<file path="src/rtl/tmds_pkg.sv">
// Shared TMDS constants: symbol width, the four control tokens and the serializer FSM states.
package tmds_pkg;

  localparam int TMDS_WORD_W = 10;

  localparam logic [TMDS_WORD_W-1:0] CTRL_00 = 10'b1101010100;
  localparam logic [TMDS_WORD_W-1:0] CTRL_01 = 10'b0010101011;
  localparam logic [TMDS_WORD_W-1:0] CTRL_10 = 10'b0101010100;
  localparam logic [TMDS_WORD_W-1:0] CTRL_11 = 10'b1010101011;

  typedef enum logic {
    IDLE = 1'b0,
    RUN  = 1'b1
  } ser_state_t;

endpackage

</file>
<file path="src/rtl/tmds_hold_reg.sv">
// Single-entry holding register between the TMDS encoder and the shift register.
module tmds_hold_reg
  import tmds_pkg::*;
#(
  parameter int WORD_W = TMDS_WORD_W
) (
  input  logic              clk,
  input  logic              rst_n,
  input  logic [WORD_W-1:0] tmds_in,
  input  logic              in_valid,
  input  logic              boundary,
  input  logic              take,
  output logic              in_ready,
  output logic [WORD_W-1:0] hold_q,
  output logic              hold_full
);

  logic accept;

  // A full hold can still accept on the word boundary because it drains on the same edge.
  assign in_ready = !hold_full || boundary;
  assign accept   = in_valid && in_ready;

  always_ff @(posedge clk or negedge rst_n) begin
    if (!rst_n) begin
      hold_full <= 1'b0;
    end else if (take) begin
      hold_full <= accept;
    end else if (accept) begin
      hold_full <= 1'b1;
    end
  end

  always_ff @(posedge clk) begin
    if (accept) begin
      hold_q <= tmds_in;
    end
  end

endmodule

</file>
<file path="src/rtl/tmds_serializer.sv">
// 10:1 TMDS serializer, LSB first, inserting IDLE_WORD whenever the hold register is empty.
// Define TMDS_SER_DBG_EN to add the saturating uf_count underflow counter port.
module tmds_serializer
  import tmds_pkg::*;
#(
`ifdef TMDS_SER_DBG_EN
  parameter int                UF_CNT_W  = 16,
`endif
  parameter int                WORD_W    = TMDS_WORD_W,
  parameter logic [WORD_W-1:0] IDLE_WORD = CTRL_00
) (
  input  logic              clk,
  input  logic              rst_n,
  input  logic [WORD_W-1:0] tmds_in,
  input  logic              in_valid,
  output logic              in_ready,
  output logic              ser_out,
  output logic              word_start,
  output logic              underflow
`ifdef TMDS_SER_DBG_EN
  ,
  output logic [UF_CNT_W-1:0] uf_count
`endif
);

  localparam int              CNT_W    = $clog2(WORD_W);
  localparam logic [CNT_W-1:0] LAST_BIT = CNT_W'(WORD_W - 1);

  ser_state_t        state, state_nx;
  logic [WORD_W-1:0] sr, sr_nx;
  logic [CNT_W-1:0]  bit_cnt, bit_cnt_nx;
  logic [WORD_W-1:0] hold_q;
  logic              hold_full;
  logic              boundary;
  logic              take;
  logic              load_idle;

  assign boundary  = (state == RUN) && (bit_cnt == LAST_BIT);
  assign take      = hold_full && ((state == IDLE) || boundary);
  assign load_idle = boundary && !hold_full;

  tmds_hold_reg #(
    .WORD_W(WORD_W)
  ) u_hold (
    .clk      (clk),
    .rst_n    (rst_n),
    .tmds_in  (tmds_in),
    .in_valid (in_valid),
    .boundary (boundary),
    .take     (take),
    .in_ready (in_ready),
    .hold_q   (hold_q),
    .hold_full(hold_full)
  );

  always_comb begin
    state_nx   = state;
    sr_nx      = sr;
    bit_cnt_nx = bit_cnt;
    case (state)
      IDLE: begin
        if (hold_full) begin
          sr_nx      = hold_q;
          bit_cnt_nx = '0;
          state_nx   = RUN;
        end
      end
      RUN: begin
        if (boundary) begin
          sr_nx      = hold_full ? hold_q : IDLE_WORD;
          bit_cnt_nx = '0;
        end else begin
          sr_nx      = sr >> 1;
          bit_cnt_nx = bit_cnt + 1'b1;
        end
      end
    endcase
  end

  always_ff @(posedge clk or negedge rst_n) begin
    if (!rst_n) begin
      state      <= IDLE;
      sr         <= '0;
      bit_cnt    <= '0;
      word_start <= 1'b0;
      underflow  <= 1'b0;
    end else begin
      state      <= state_nx;
      sr         <= sr_nx;
      bit_cnt    <= bit_cnt_nx;
      word_start <= take || load_idle;
      underflow  <= load_idle;
    end
  end

  // sr[0] is a flop output, so reset forces the line low without waiting for a clock.
  assign ser_out = sr[0];

`ifdef TMDS_SER_DBG_EN
  always_ff @(posedge clk or negedge rst_n) begin
    if (!rst_n) begin
      uf_count <= '0;
    end else if (load_idle && !(&uf_count)) begin
      uf_count <= uf_count + 1'b1;
    end
  end
`endif

endmodule

</file>
<file path="config.mk">
export PLATFORM = sky130hd
export DESIGN_NAME = tmds_serializer
export DESIGN_NICKNAME = d
export VERILOG_FILES = /design/src/rtl/tmds_pkg.sv /design/src/rtl/tmds_hold_reg.sv /design/src/rtl/tmds_serializer.sv
export SDC_FILE = /design/constraint.sdc
export NUM_CORES = 1
export LEC_CHECK = 0
export CORE_MARGIN = 3
export CORE_UTILIZATION = 30
export CTS_CLUSTER_DIAMETER = 120
export CTS_CLUSTER_SIZE = 30
export DETAILED_ROUTE_END_ITERATION = 10
export GPL_ROUTABILITY_DRIVEN = 0
export SLEW_MARGIN = 20
export SYNTH_ARGS = -nofsm -noshare
export SYNTH_HDL_FRONTEND = slang
export SYNTH_SLANG_ARGS = --single-unit
export TNS_END_PERCENT = 100
</file>
<file path="constraint.sdc">
create_clock -name clk -period 2.95 [get_ports clk]
set_clock_uncertainty 0.1 [all_clocks]
set_input_delay 0.59 -clock clk [delete_from_list [all_inputs] [get_ports clk]]
set_output_delay 0.59 -clock clk [all_outputs]
set_load 0.05 [all_outputs]
</file>
==> results of run 1 <==
## power by group through the flow
| stage | registers [mW] | logic [mW] | clock network (mW) |
|---|---|---|---|
| finish | 0.585 | 0.325 | 0.205 |
| global route | 0.599 | 0.358 | 0.232 |
| CTS | 0.587 | 0.332 | 0.215 |
| detailed placement | 0.596 | 0.329 | 0 |
| global placement | 0.591 | 0.323 | 0 |
| floorplan | 0.604 | 0.211 | 0 |
## registers in the layout, indices dropped and copies added, names as in the netlist
name,flops
u_hold.hold_q,10
u_hold.hold_full,1
state,1
bit_cnt,4
underflow,1
word_start,1
sr,10
## cells in the mapped netlist (2+ instances only)
master    instances
o221a_2           5
nor2_1            2
a21oi_1           2
nor2_2            2
o21ai_0           3
edfxtp_1         10
and2_1            5
dfrtp_1          18
ha_1              2
nand2b_1          2
a221o_1           5
nand2_1           4
or3_1             4
inv_1             4
## kinds of logic (layout without fill, tap and decap cells)
| kind of cell | after synthesis | count (layout) | share of synthesized area [%] |
|---|---|---|---|
| compound gates | 20 | 20 | 15.3 |
| fa+ha+maj | 2 | 2 | 2.23 |
| buf+inv | 6 | 25 | 2.45 |
| flops | 28 | 28 | 66.8 |
| mux | 1 | 1 | 0.891 |
| simple gates | 24 | 24 | 12.4 |
## through the flow
step	setup slack, ps	cell area [um^2]	util (%)
floorplan	736	1120	-
global route	385	1380	39.9
CTS	56.0	1380	39.8
detailed placement	379	1340	38.5
finish	460	1380	39.9
global placement	413	1340	38.5
## final timing paths
path	cells after the start	endpoint	slack [ps]	startpoint
min in group asynchronous	1	sr[1]$_DFFE_PN0P_	680	rst_n
hold reg to reg	1	sr[1]$_DFFE_PN0P_	380	u_hold.hold_q[1]$_DFFE_PP_
setup reg to reg	6	u_hold.hold_q[8]$_DFFE_PP_	1130	bit_cnt[1]$_DFFE_PN0P_
max in group asynchronous	1	sr[5]$_DFFE_PN0P_	1560	rst_n
setup / recovery	6	in_ready	460	bit_cnt[1]$_DFFE_PN0P_
hold / removal	1	sr[1]$_DFFE_PN0P_	380	u_hold.hold_q[1]$_DFFE_PP_
## routing by layer
layer  global-route usage [%]  vias to the layer above
li1                         -                      343
met1                     12.8                      344
met2                     16.0                       12
met3                     4.49                        2
met4                     1.52                        0
met5                        0                        -
## cell usage in the layout (no fill, tap or decap), types with 3 or more instances in the layout
master / count
dfrtp_1: 18
clkdlybuf4s50_1: 15
edfxtp_1: 10
and2_1: 5
a221o_1: 5
o221a_2: 5
inv_1: 4
nand2_1: 4
or3_1: 4
o21ai_0: 3
clkbuf_8: 3
## cell type report
cell class                 instances  area share [%]
multi-input combinational         47            25.0
tap                               46            4.16
clock inverter                     1           0.271
clock buffer                       3            2.98
inverter                           4            1.08
sequential                        28            54.2
timing repair buffer              17            12.3
## repair_timing
action / 4_1_cts / 5_1_grt
setup endpoints to repair: 0 / 1
buffers inserted: 0 / 0
gates resized for setup: 0 / 1
==> flow_summary.json, run 1 <==
{
  "wl_um": 2070,
  "worstPathArrival_ps": 1800,
  "tightest_slew_ps": 814,
  "synth_area_um2": 1120,
  "power.share.sequential_pct": 52.4,
  "grt_usage_pct": 10.0,
  "rows": 21,
  "drv_slew": 0,
  "n_antenna_cell": 0,
  "cp_cell_sequence": "inv_1 > ha_1 > and3b_2 > nand2_1 > nand2_1 > dlymetal6s2s_1",
  "die_w_um": 67.2,
  "core_um2": 3470,
  "p_sw_uw": 350,
  "leakagePower_nw": 0.574,
  "synthArstFlopShare_pct": 64.3,
  "antenna_found_initial": 0,
  "setup_viol": 0,
  "timing.hold.ws_ps": 377,
  "drt-met1-wl_um": 980,
  "synth_largest_area_cell": "dfrtp_1",
  "finalSetupTns_ps": 0,
  "synth.top_cell.area_share_pct": 40.1,
  "synth_seq_cells": 28,
  "finish.net_count": 116,
  "vias": 701,
  "status": "complete, no violations",
  "cts-htree-levels": 1,
  "clock_power_share_pct": 18.4,
  "grt_pass1_wl_um": 3280,
  "area.growth.synth_to_final_pct": 23.2,
  "power_density_nw_per_um2": 806,
  "die-area_um2": 4520,
  "io_pins": 17,
  "syn_area_per_cell_um2": 13.9,
  "start_kind": "register",
  "wl_per_cell_um": 14.2,
  "wl_met3_um": 89,
  "grt_pass1_vias": 707,
  "grt_overflow_total": 0,
  "drc": 0,
  "numCtsBuffers": 3,
  "dp_cells": 142,
  "clock_sinks": 28,
  "rsz0062_at_grt": "false",
  "multi_input_area_um2": 345,
  "cts_hold_buf": 0,
  "ys_seq_area_share_pct": 66.8,
  "synthTopCellsByArea": "dfrtp_1 40%, edfxtp_1 27%, o221a_2 5.0%",
  "hold_violations": 0,
  "viasPerCell": 4.80,
  "power.internal_uw": 765,
  "start_util_pct": 32.4,
  "seq_area_um2": 751,
  "drive_gt1_share_pct": 14.0,
  "max_freq_mhz": 402,
  "top_layer": "met4",
  "clkTransAtPathRegs_ps": 90,
  "instances_no_fill": 146,
  "ant_nets": 0,
  "period_needed_ps": 2490,
  "yosysWarnings": 0,
  "wl_met2_um": 989,
  "synth.distinct_cells": 27,
  "hpwl_um": 1460,
  "power.total_mw": 1.12,
  "ir_worst_vdd_mv": 0.403,
  "grt_max_degree": 19,
  "cts_tree": "yes",
  "cp_top_family": "buffers and inverters",
  "clk_latency_ps": 270,
  "maxCapViolCount": 0,
  "crit_top_cell": "nand2_1",
  "crit_path_end_kind": "primary output",
  "ys.flop_type": "dfrtp_1",
  "clockBufferDepth": 2,
  "slew_headroom_pct": 45.5,
  "finalCritPeriodShare_pct": 84.4,
  "criticalPathCategory": "register to primary output",
  "synth_nets": 96,
  "cts_root_buf": "clkbuf_8",
  "synth_edf_count": 10,
  "chipHeight_um": 67.2,
  "num-fill-cells": 352,
  "drtIter0Drc": 26,
  "min_path_type": "register to register",
  "sw_frac_of_total_pct": 31.4,
  "drtPass1Iterations": 2,
  "worst-path-buf-inv": 2,
  "synthCells": 81,
  "combPwrFrac_pct": 29.2,
  "worst_ep_required_time_ps": 2260,
  "crit_fanout": 4,
  "io_buffers": 16,
  "slowest_stage": "dlymetal6s2s_1",
  "slowest_delay_ps": 420
}
(Power assumes the default switching activity.)
==> run 2, diff against run 1 <==
- clock period: 2.95 -> 2.4 ns (I/O delays scaled with it)
==> run 2 against run 1 <==
- combinational power up 31%
- setup slack worse by 240 ps
- wire length up 2.1%
- power up 27%
- flip-flop and latch count unchanged
- first-iteration DRC count down 19%
- clock power up 29%
- global-route usage up 0.44 points
- final cell count up 0.68%
- critical path depth down 1
- clock-buffer cell count up 1
- critical endpoint unchanged
- largest cell class unchanged
==> flow_summary.json, run 2 (synthesis gave the netlist of run 1 again) <==
{
  "area.growth.synth_to_final_pct": 24.5,
  "layout_commonest_cell": "dfrtp_1",
  "crit_top_cell": "nand2_1",
  "antenna_found_initial": 0,
  "dp_cells": 143,
  "setup_ws_ps": 225,
  "rows": 21,
  "status": "complete, no violations",
  "io_buffers": 16,
  "timing.rr.start": "bit_cnt[1]$_DFFE_PN0P_",
  "leakagePower_nw": 0.566,
  "grt_pass1_wl_um": 3510,
  "wl_um": 2110,
  "start_util_pct": 32.4,
  "numCtsBuffers": 3,
  "criticalPathCategory": "register to primary output",
  "ir_worst_vdd_mv": 0.508,
  "min_path_type": "register to register",
  "cp_top_family": "simple AND/OR/NAND/NOR gates",
  "rrSetupSlack_ps": 580,
  "vias": 711,
  "setup_viol": 0,
  "cts-htree-levels": 1,
  "slowest_stage": "dfrtp_1",
  "whs_endpoint": "sr[0]$_DFFE_PN0P_",
  "slew_headroom_pct": 66.8,
  "grt_overflow_total": 0,
  "cts_tree": "yes",
  "tightest_slew_ps": 496,
  "finish.net_count": 117,
  "crit_fanout": 6,
  "finalSetupTns_ps": 0,
  "place_ws_ps": 526,
  "reg_top3": "sr x10, u_hold.hold_q x10, bit_cnt x4",
  "instances_no_fill": 147,
  "hpwl_um": 1470,
  "final_cell_mix": "18 x dfrtp_1, 15 x clkdlybuf4s50_1, 10 x edfxtp_1",
  "cts_root_buf": "clkbuf_8",
  "clockBufferDepth": 2,
  "cp_cell_sequence": "ha_1 > and3b_2 > nand2_1 > nand2_1 > buf_12",
  "max_freq_mhz": 460,
  "drtPass1Iterations": 4,
  "slowest_delay_ps": 440,
  "die-area_um2": 4520,
  "worst-path-buf-inv": 1,
  "finalCritPeriodShare_pct": 90.6,
  "drc": 0,
  "drive_gt1_share_pct": 15.8,
  "io_pins": 17,
  "clkTransAtPathRegs_ps": 90,
  "core_um2": 3470,
  "hold_violations": 0,
  "grt_usage_pct": 10.4,
  "start_kind": "register",
  "period_needed_ps": 2170,
  "drv_slew": 0,
  "worstHoldStart": "u_hold.hold_q[0]$_DFFE_PP_",
  "chipHeight_um": 67.2,
  "drtIter0Drc": 21,
  "r2r-end": "u_hold.hold_q[6]$_DFFE_PP_",
  "grt_max_degree": 19,
  "die_w_um": 67.2,
  "hold_depth": 1,
  "postCtsSetupBuffers": 0,
  "n_antenna_cell": 0,
  "worstPathArrival_ps": 1590,
  "ant_nets": 0,
  "cts_resized": 0,
  "maxCapViolCount": 0,
  "crit_path_end_kind": "primary output",
  "wl_per_cell_um": 14.3,
  "cts_hold_buf": 0,
  "clock_sinks": 28,
  "grt_pass1_vias": 740,
  "viasPerCell": 4.84,
  "clk_latency_ps": 270,
  "power_density_nw_per_um2": 1010,
  "rsz0062_at_grt": "false",
  "reg2reg_depth": 6,
  "worst_ep_required_time_ps": 1820
}
==> run 2: changes by cell type in the layout (fill, tap and decap cells not counted), sizes merged <==
cell          change
clkinv            -1
buf               +2
dlymetal6s2s      -1
clkbuf            +1
==> run 2: report_power, final <==
part | internal, mW | switching, mW | total [mW]
sequential | 0.631 | 0.0932 | 0.724
clock | 0.119 | 0.145 | 0.264
combinational | 0.213 | 0.212 | 0.425
total | 0.964 | 0.450 | 1.41
==> run 2: how the worst max path moves through the flow <==
stage          slack, ps                    from                          to  cells past startpoint
2_1_floorplan        190  bit_cnt[1]$_DFFE_PN0P_  u_hold.hold_q[0]$_DFFE_PP_                      5
3_3_place_gp         560  bit_cnt[0]$_DFFE_PN0P_                    in_ready                      5
3_5_place_dp         530  bit_cnt[0]$_DFFE_PN0P_                    in_ready                      5
4_1_cts              210  bit_cnt[1]$_DFFE_PN0P_                    in_ready                      6
5_1_grt              120  bit_cnt[1]$_DFFE_PN0P_                    in_ready                      6
6_report             230  bit_cnt[0]$_DFFE_PN0P_                    in_ready                      5
==> run 2: final cells by class <==
type	instances	area, um^2
Sequential cell	28	751
Fill cell	353	2070
Multi-Input combinational cell	47	345
Timing Repair Buffer	18	185
Tap cell	46	57.6
Inverter	4	15.0
Clock buffer	4	45.0
==> run 2: layer usage <==
| layer | GRT usage (%) | routed length (um) | vias to the layer above | part of all wire, % |
|---|---|---|---|---|
| met5 | 0 | 0 | - | 0 |
| met4 | 1.52 | 7 | 0 | 0.33 |
| met3 | 3.99 | 91 | 2 | 4.3 |
| met2 | 17.1 | 1010 | 12 | 48 |
| met1 | 13.4 | 1000 | 352 | 48 |
| li1 | - | - | 345 | - |
==> run 2: per-stage QoR <==
stage	power, mW	utilization (%)	hold slack (ps)	cell area, um^2
after floorplan	1.00	-	84.4	1120
after global placement	1.14	39.0	361	1350
after detailed placement	1.16	39.0	365	1350
after CTS	1.42	40.3	387	1400
after global routing	1.50	40.3	411	1400
final	1.41	40.3	384	1400
==> run 3, diff against run 2 <==
- CTS_CLUSTER_DIAMETER: 120 -> unset
==> results of run 3 <==
Same layout as run 2: the final DEF is identical, and so are final timing and power.
